==> src/rtl/serial_word_tx_pkg.sv <==
// Shared types and helpers for the serial word transmitter.
package serial_word_tx_pkg;

  typedef enum logic {
    ST_IDLE  = 1'b0,
    ST_SHIFT = 1'b1
  } state_t;

  // Counter width for a 0..value-1 count, never narrower than one bit.
  function automatic int CLOG2_MIN1(input int value);
    return (value <= 2) ? 1 : $clog2(value);
  endfunction

endpackage

==> src/rtl/serial_word_tx_bit_timer.sv <==
// Bit-period timer: counts 0..DIV-1 while enabled, idles at 0 otherwise.
// first_o/last_o are combinational from the count; no backpressure.
module serial_word_tx_bit_timer
  import serial_word_tx_pkg::*;
#(
  parameter int DIV = 1
) (
  input  logic clk,
  input  logic rst_n,
  input  logic en_i,
  output logic first_o,
  output logic last_o
);

  localparam int            CW   = CLOG2_MIN1(DIV);
  localparam logic [CW-1:0] LAST = CW'(DIV - 1);

  logic [CW-1:0] cnt_q, cnt_d;

  always_comb begin
    cnt_d = '0;
    if (en_i && (cnt_q != LAST)) begin
      cnt_d = cnt_q + CW'(1);
    end
  end

  always_ff @(posedge clk or negedge rst_n) begin
    if (!rst_n) begin
      cnt_q <= '0;
    end else begin
      cnt_q <= cnt_d;
    end
  end

  assign first_o = en_i && (cnt_q == '0);
  assign last_o  = en_i && (cnt_q == LAST);

endmodule

==> src/rtl/serial_word_tx.sv <==
// Parallel-to-serial transmitter: first bit on sdo one cycle after handshake.
// din_ready is low for the whole word; a held din_valid costs one idle (done) cycle.
module serial_word_tx
  import serial_word_tx_pkg::*;
#(
  parameter int WIDTH     = 8,
  parameter int DIV       = 1,
  parameter bit MSB_FIRST = 1'b1
) (
  input  logic             clk,
  input  logic             rst_n,
  input  logic [WIDTH-1:0] din,
  input  logic             din_valid,
  output logic             din_ready,
  output logic             sdo,
  output logic             sframe,
  output logic             bit_strobe,
  output logic             done
);

  localparam int            BW       = CLOG2_MIN1(WIDTH);
  localparam logic [BW-1:0] BIT_LAST = BW'(WIDTH - 1);

  state_t           state_q, state_d;
  logic [WIDTH-1:0] shreg_q, shreg_d;
  logic [BW-1:0]    bit_cnt_q, bit_cnt_d;
  logic             sdo_q, sdo_d;
  logic             done_q, done_d;
  logic             in_shift;
  logic             bit_first;
  logic             bit_last;
  logic             head_d;

  assign in_shift = (state_q == ST_SHIFT);

  serial_word_tx_bit_timer #(
    .DIV (DIV)
  ) u_bit_timer (
    .clk     (clk),
    .rst_n   (rst_n),
    .en_i    (in_shift),
    .first_o (bit_first),
    .last_o  (bit_last)
  );

  always_comb begin
    state_d   = state_q;
    shreg_d   = shreg_q;
    bit_cnt_d = bit_cnt_q;
    done_d    = 1'b0;
    unique case (state_q)
      ST_IDLE: begin
        if (din_valid) begin
          shreg_d   = din;
          bit_cnt_d = '0;
          state_d   = ST_SHIFT;
        end
      end
      ST_SHIFT: begin
        if (bit_last) begin
          if (bit_cnt_q == BIT_LAST) begin
            state_d   = ST_IDLE;
            done_d    = 1'b1;
            bit_cnt_d = '0;
            shreg_d   = '0;
          end else begin
            bit_cnt_d = bit_cnt_q + BW'(1);
            shreg_d   = MSB_FIRST ? {shreg_q[WIDTH-2:0], 1'b0}
                                  : {1'b0, shreg_q[WIDTH-1:1]};
          end
        end
      end
      default: state_d = ST_IDLE;
    endcase
  end

  // sdo is registered, so it is loaded from the word that the shift register is about to hold.
  assign head_d = MSB_FIRST ? shreg_d[WIDTH-1] : shreg_d[0];
  assign sdo_d  = (state_d == ST_SHIFT) && head_d;

  always_ff @(posedge clk or negedge rst_n) begin
    if (!rst_n) begin
      state_q   <= ST_IDLE;
      shreg_q   <= '0;
      bit_cnt_q <= '0;
      sdo_q     <= 1'b0;
      done_q    <= 1'b0;
    end else begin
      state_q   <= state_d;
      shreg_q   <= shreg_d;
      bit_cnt_q <= bit_cnt_d;
      sdo_q     <= sdo_d;
      done_q    <= done_d;
    end
  end

  assign din_ready  = (state_q == ST_IDLE);
  assign sframe     = in_shift;
  assign bit_strobe = bit_first;
  assign sdo        = sdo_q;
  assign done       = done_q;

endmodule

==> config.mk <==
export PLATFORM = sky130hd
export DESIGN_NAME = serial_word_tx
export DESIGN_NICKNAME = d
export VERILOG_FILES = /design/src/rtl/serial_word_tx_pkg.sv /design/src/rtl/serial_word_tx_bit_timer.sv /design/src/rtl/serial_word_tx.sv
export SDC_FILE = /design/constraint.sdc
export NUM_CORES = 1
export LEC_CHECK = 0
export CORE_MARGIN = 4
export CORE_UTILIZATION = 46
export DETAILED_ROUTE_END_ITERATION = 6
export PLACE_DENSITY = 0.75
export REMOVE_ABC_BUFFERS = 1
export SYNTH_ARGS = -nofsm -noshare
export SYNTH_HDL_FRONTEND = slang
export SYNTH_HIERARCHICAL = 1
export SYNTH_SLANG_ARGS = --single-unit
==> constraint.sdc <==
create_clock -name clk -period 1.95 [get_ports clk]
set_clock_uncertainty 0.1 [all_clocks]
set_input_delay 0.2925 -clock clk [delete_from_list [all_inputs] [get_ports clk]]
set_output_delay 0.2925 -clock clk [all_outputs]
set_load 0.01 [all_outputs]
; ---- After elaboration in Yosys (flattened, before gate mapping)
; Index checks and enable logic that the tools add are counted.
[totals]
register_bits = 15
input_bits = 11
out_inout_bits = 5
elab_cells = 34
[classes]
add_sub_neg = 2
eq_ne = 3
muxes = 16
bitwise = 2
n_reduce_logical = 4
[op_table]
columns = cell, count
row1 = $mux 8, 3
row2 = $pmux 8 s2, 1
row3 = $mux 3, 3
row4 = $mux 1, 7
row5 = $pmux 3 s2, 1
row6 = $ne 2x2->1 const B, 2
row7 = $add 3x1->3 const B, 1
row8 = $eq 3x3->1 const B, 1
row9 = $logic_and 1x1->1, 3
row10 = $not 1->1, 2
row11 = $pmux 1 s2, 1
row12 = $reduce_and 2->1, 1
row13 = $add 1x1->1 const B, 1

; ---- Depth between registers and ports, before layout
[logic_depth]
ltp_word = 5
depth_mapped = 6
depth_no_buf = 5

; ---- By module
; The synthesis kept the hierarchy.
[by_module_without_submodules]
columns = mod, instances, cells_each, area_per_inst_um2, seq_area_each_um2
row1 = serial_word_tx, 1, 55, 624.3, 350.3
row2 = serial_word_tx_bit_timer, 1, 4, 50.0, 25.0

; ---- Worst setup path before layout
; Ideal clock, no wire load.
[synth_timing]
path_kind = flip-flop to flip-flop
startpoint = register state_q, in the netlist sframe
endpoint = register shreg_q[1]
setup_time_ps = 66
arrival_ps = 1319
t_required_ps = 1784
setup_slack_ps = 465
path_stages_with_launch = 6
path_buffers = 1
period_less_slack_ps = 1485
path_cell_list = dfrtp_1 -> nor2b_4 -> buf_4 -> mux2i_2 -> a22oi_1 -> nand2_1
[synth_via]
elab_chain_cells = 3
elab_cells_between_ends = 6
cone_classes = eq/ne: 2 / mux: 1 / bitwise: 1 / reduce/logical: 2
[synth_lines]
columns = element, line_no
row1 = start: declaration, serial_word_tx.sv:24  ; state_t state_q, state_d;
row2 = start signal: assignment, serial_word_tx.sv:89  ; state_q <= state_d;
row3 = $logic_and 1x1->1, --
row4 = via bit_strobe, serial_word_tx.sv:17  ; output logic bit_strobe,
row5 = $ne 2x2->1 (no source line), --
row6 = $reduce_and 2->1 (no source line), --
row7 = end signal: assignment, serial_word_tx.sv:90  ; shreg_q <= shreg_d;
row8 = end: declaration, serial_word_tx.sv:25  ; logic [WIDTH-1:0] shreg_q, shreg_d;
; The timed path passes the listed nets, and every way through them passes these cells.
; A chain may end at the register's enable or synchronous reset.

; ---- Worst setup path after layout
[layout_timing]
startpoint = register u_bit_timer.cnt_q
endpoint = output port bit_strobe
[layout_via]
elab_chain_cells = 2
[layout_lines]
columns = element, line_no
row1 = start: declaration, serial_word_tx_bit_timer.sv:18  ; logic [CW-1:0] cnt_q, cnt_d;
row2 = start signal: assignment, serial_word_tx_bit_timer.sv:31  ; cnt_q <= cnt_d;
row3 = $not 1->1, serial_word_tx_bit_timer.sv:35  ; assign first_o = en_i && (cnt_q == '0);
row4 = $logic_and 1x1->1, serial_word_tx_bit_timer.sv:35
row5 = end: declaration, serial_word_tx.sv:17
; Every way passes these cells.

==> impl_results.md <==
- Design area: 857 sq um
- Register area share after synthesis: 55.7%
- Critical path class: flip-flop to output port
- Area Overhead vs Synth: 27.1%
- Dpl ws: 272 ps
- Overflow after GRT: 0
- R2R Setup Slk: 460 ps
- Power per Cell Area: 1100 nW/um^2
- Row count: 13
- Slack of the critical path: 84.1 ps
- Dpl hpwl: 901 um
- N_diodes: 0
- DP Area: 831 sq um
- Critical Path Fanout Max: 9
- Hold buffers post-CTS: 0
- Actual slew at the worst max-slew pin: 503 ps
- Largest net degree at the start of global routing: 16
- CP Capture Type: output port
- GPL Wtd Cong: 0.721
- Vias after detailed routing: 493
- Setup Fix Bufs, Post-CTS: 0
- TNS Setup: 0 ps
- H-tree depth: 1
- Die height: 46.3 um
- Mean Syn Cell Area: 11.4 sq um
- Worst vdd ir: 0.720 mV
- Clk_lat worst skew: 280 ps
- Vias per inst: 5.42
- Initial core utilization: 50.6%
- # setup viols final: 0
- Status: finished clean
- Clock net sink count: 15
- Maximum clock frequency: 536 MHz
- First-pass GRT wire length: 2050 um
- Static Leak: 0.423 nW
- Clock root cell: clkbuf_4
- GRT Total Usage: 14.1%
- # IOs: 16
- Crit path launch type: flip-flop
- Port Buffer Count: 15
- Fillers: 116
- Total wire length: 1200 um
- Cell variety after synth: 22
- Ys Warns: 6
- Cells resized by post-CTS repair: 0
- Initial antenna violation count: 0
- DRT antenna net count: 0
- Register bit count reported by yosys: 15
- CP required: 1560 ps
- 1st-pass router iterations: 3
- Max-Cap Viols: 0
- Reg-to-reg endpoint: shreg_q[1]$_DFFE_PN0P_
- CTS Buf Count: 3
- Post-route clock period utilization: 95.7%
- Crit path DAT: 1470 ps
- Min-delay worst type: primary input to async pin
- Die width: 46.3 um
- Crit. Startpoint: u_bit_timer/cnt_q$_DFF_PN0_
- 1st-iter DRT viols: 9
- Max-slew violation count: 0
- Final hold vios: 0
- Share of layout cells above drive strength 1: 9.21%
- RSZ-0062 raised after global routing: no
- Cells after Synth: 59
- Clock Pin Slew Worst Setup and Hold Paths: 80 ps
- TritonCTS clock tree: built
- Die ar.: 2140 sq um
- WL/cell: 13.2 um
- Final nets: 91
- Vias in the first global route: 466
- Syn Std Cell Area: 674 sq um
- Total core area: 1330 sq um
- Commonest cells after routing, fill and taps aside: dfrtp_1, clkdlybuf4s50_1, nand2_1
- Rel. slew slack: 65.8%
- Post-layout minimum cycle time: 1870 ps
- Reg-to-Reg Start: bit_cnt_q[0]$_DFFE_PN0P_
- Drt drc: 0
- Total Power Consumption: 0.000942 W
- Clk buf depth: 2
- R2r worst-path depth: 5
report_power, final:
| group | switching [W] | internal [W] | total, W |
|---|---|---|---|
| Sequential | 0.0000543 | 0.000406 | 0.000460 |
| Combinational | 0.000140 | 0.000170 | 0.000310 |
| Clock | 0.0000919 | 0.0000794 | 0.000171 |
state kept, by name, summed over array words and instances (netlist names):
register,cells
bit_cnt_q,3
done,1
sdo,1
sframe,1
shreg_q,8
u_bit_timer/cnt_q,1
worst max-delay path by stage:
stage	to	slack [ps]	cells after the start
after global routing	bit_strobe	2	2
after CTS	bit_strobe	70	2
final	bit_strobe	80	2
after floorplan	shreg_q[1]$_DFFE_PN0P_	420	4
after global placement	shreg_q[0]$_DFFE_PN0P_	280	3
after detailed placement	shreg_q[0]$_DFFE_PN0P_	270	3
per-stage QoR:
step	cells	util (%)	hold WS, ps
3_5_place_dp	87	62.3	390
2_1_floorplan	55	-	-103
3_3_place_gp	87	62.3	385
6_report	91	64.3	224
5_1_grt	91	64.3	221
4_1_cts	91	64.3	224
layout make-up:
type	count	area [sq um]	area share [%]
repair buffers	17	165	19.3
multi-input cells	39	268	31.2
inverters	1	3.75	0.438
well taps	15	18.8	2.19
flip-flops and latches	15	375	43.8
clock buffers	4	26.3	3.07
cells in the mapped netlist, drive strengths merged:
cell | n | share of area [%]
ha | 3 | 5.6
buf | 2 | 2.8
a32o | 3 | 4.5
nand2 | 13 | 7.2
clkbuf | 2 | 1.3
and3 | 1 | 0.93
mux2i | 2 | 3.5
dfrtp | 15 | 56
o221ai | 1 | 1.3
nor2b | 2 | 3.0
inv | 1 | 0.56
a22o | 1 | 1.3
conb | 1 | 0.56
and3b | 1 | 1.3
a22oi | 6 | 6.7
nand4b | 1 | 1.3
and2 | 1 | 0.93
nor2 | 3 | 1.7
cell families after synthesis:
family | count (synthesis) | share of synthesized area (%)
compound gates | 11 | 13.7
fa+ha+maj | 3 | 5.57
buf+inv | 5 | 4.64
flops | 15 | 55.7
mux | 2 | 3.52
other cells | 1 | 0.556
simple gates | 22 | 16.3
metal layers:
layer	global-route usage, %	vias up	routed length, um
met1	17.0	242	545
li1	-	240	-
met3	7.03	2	74
met4	5.11	0	12
met5	0	-	0
met2	21.4	9	571
critical path, cell delays in order, from the launching register on:
cell and delay (ps):
dfrtp_1 400, nor2b_4 220, clkdlybuf4s50_1 580
No activity file was read; power rests on OpenSTA's default activity.
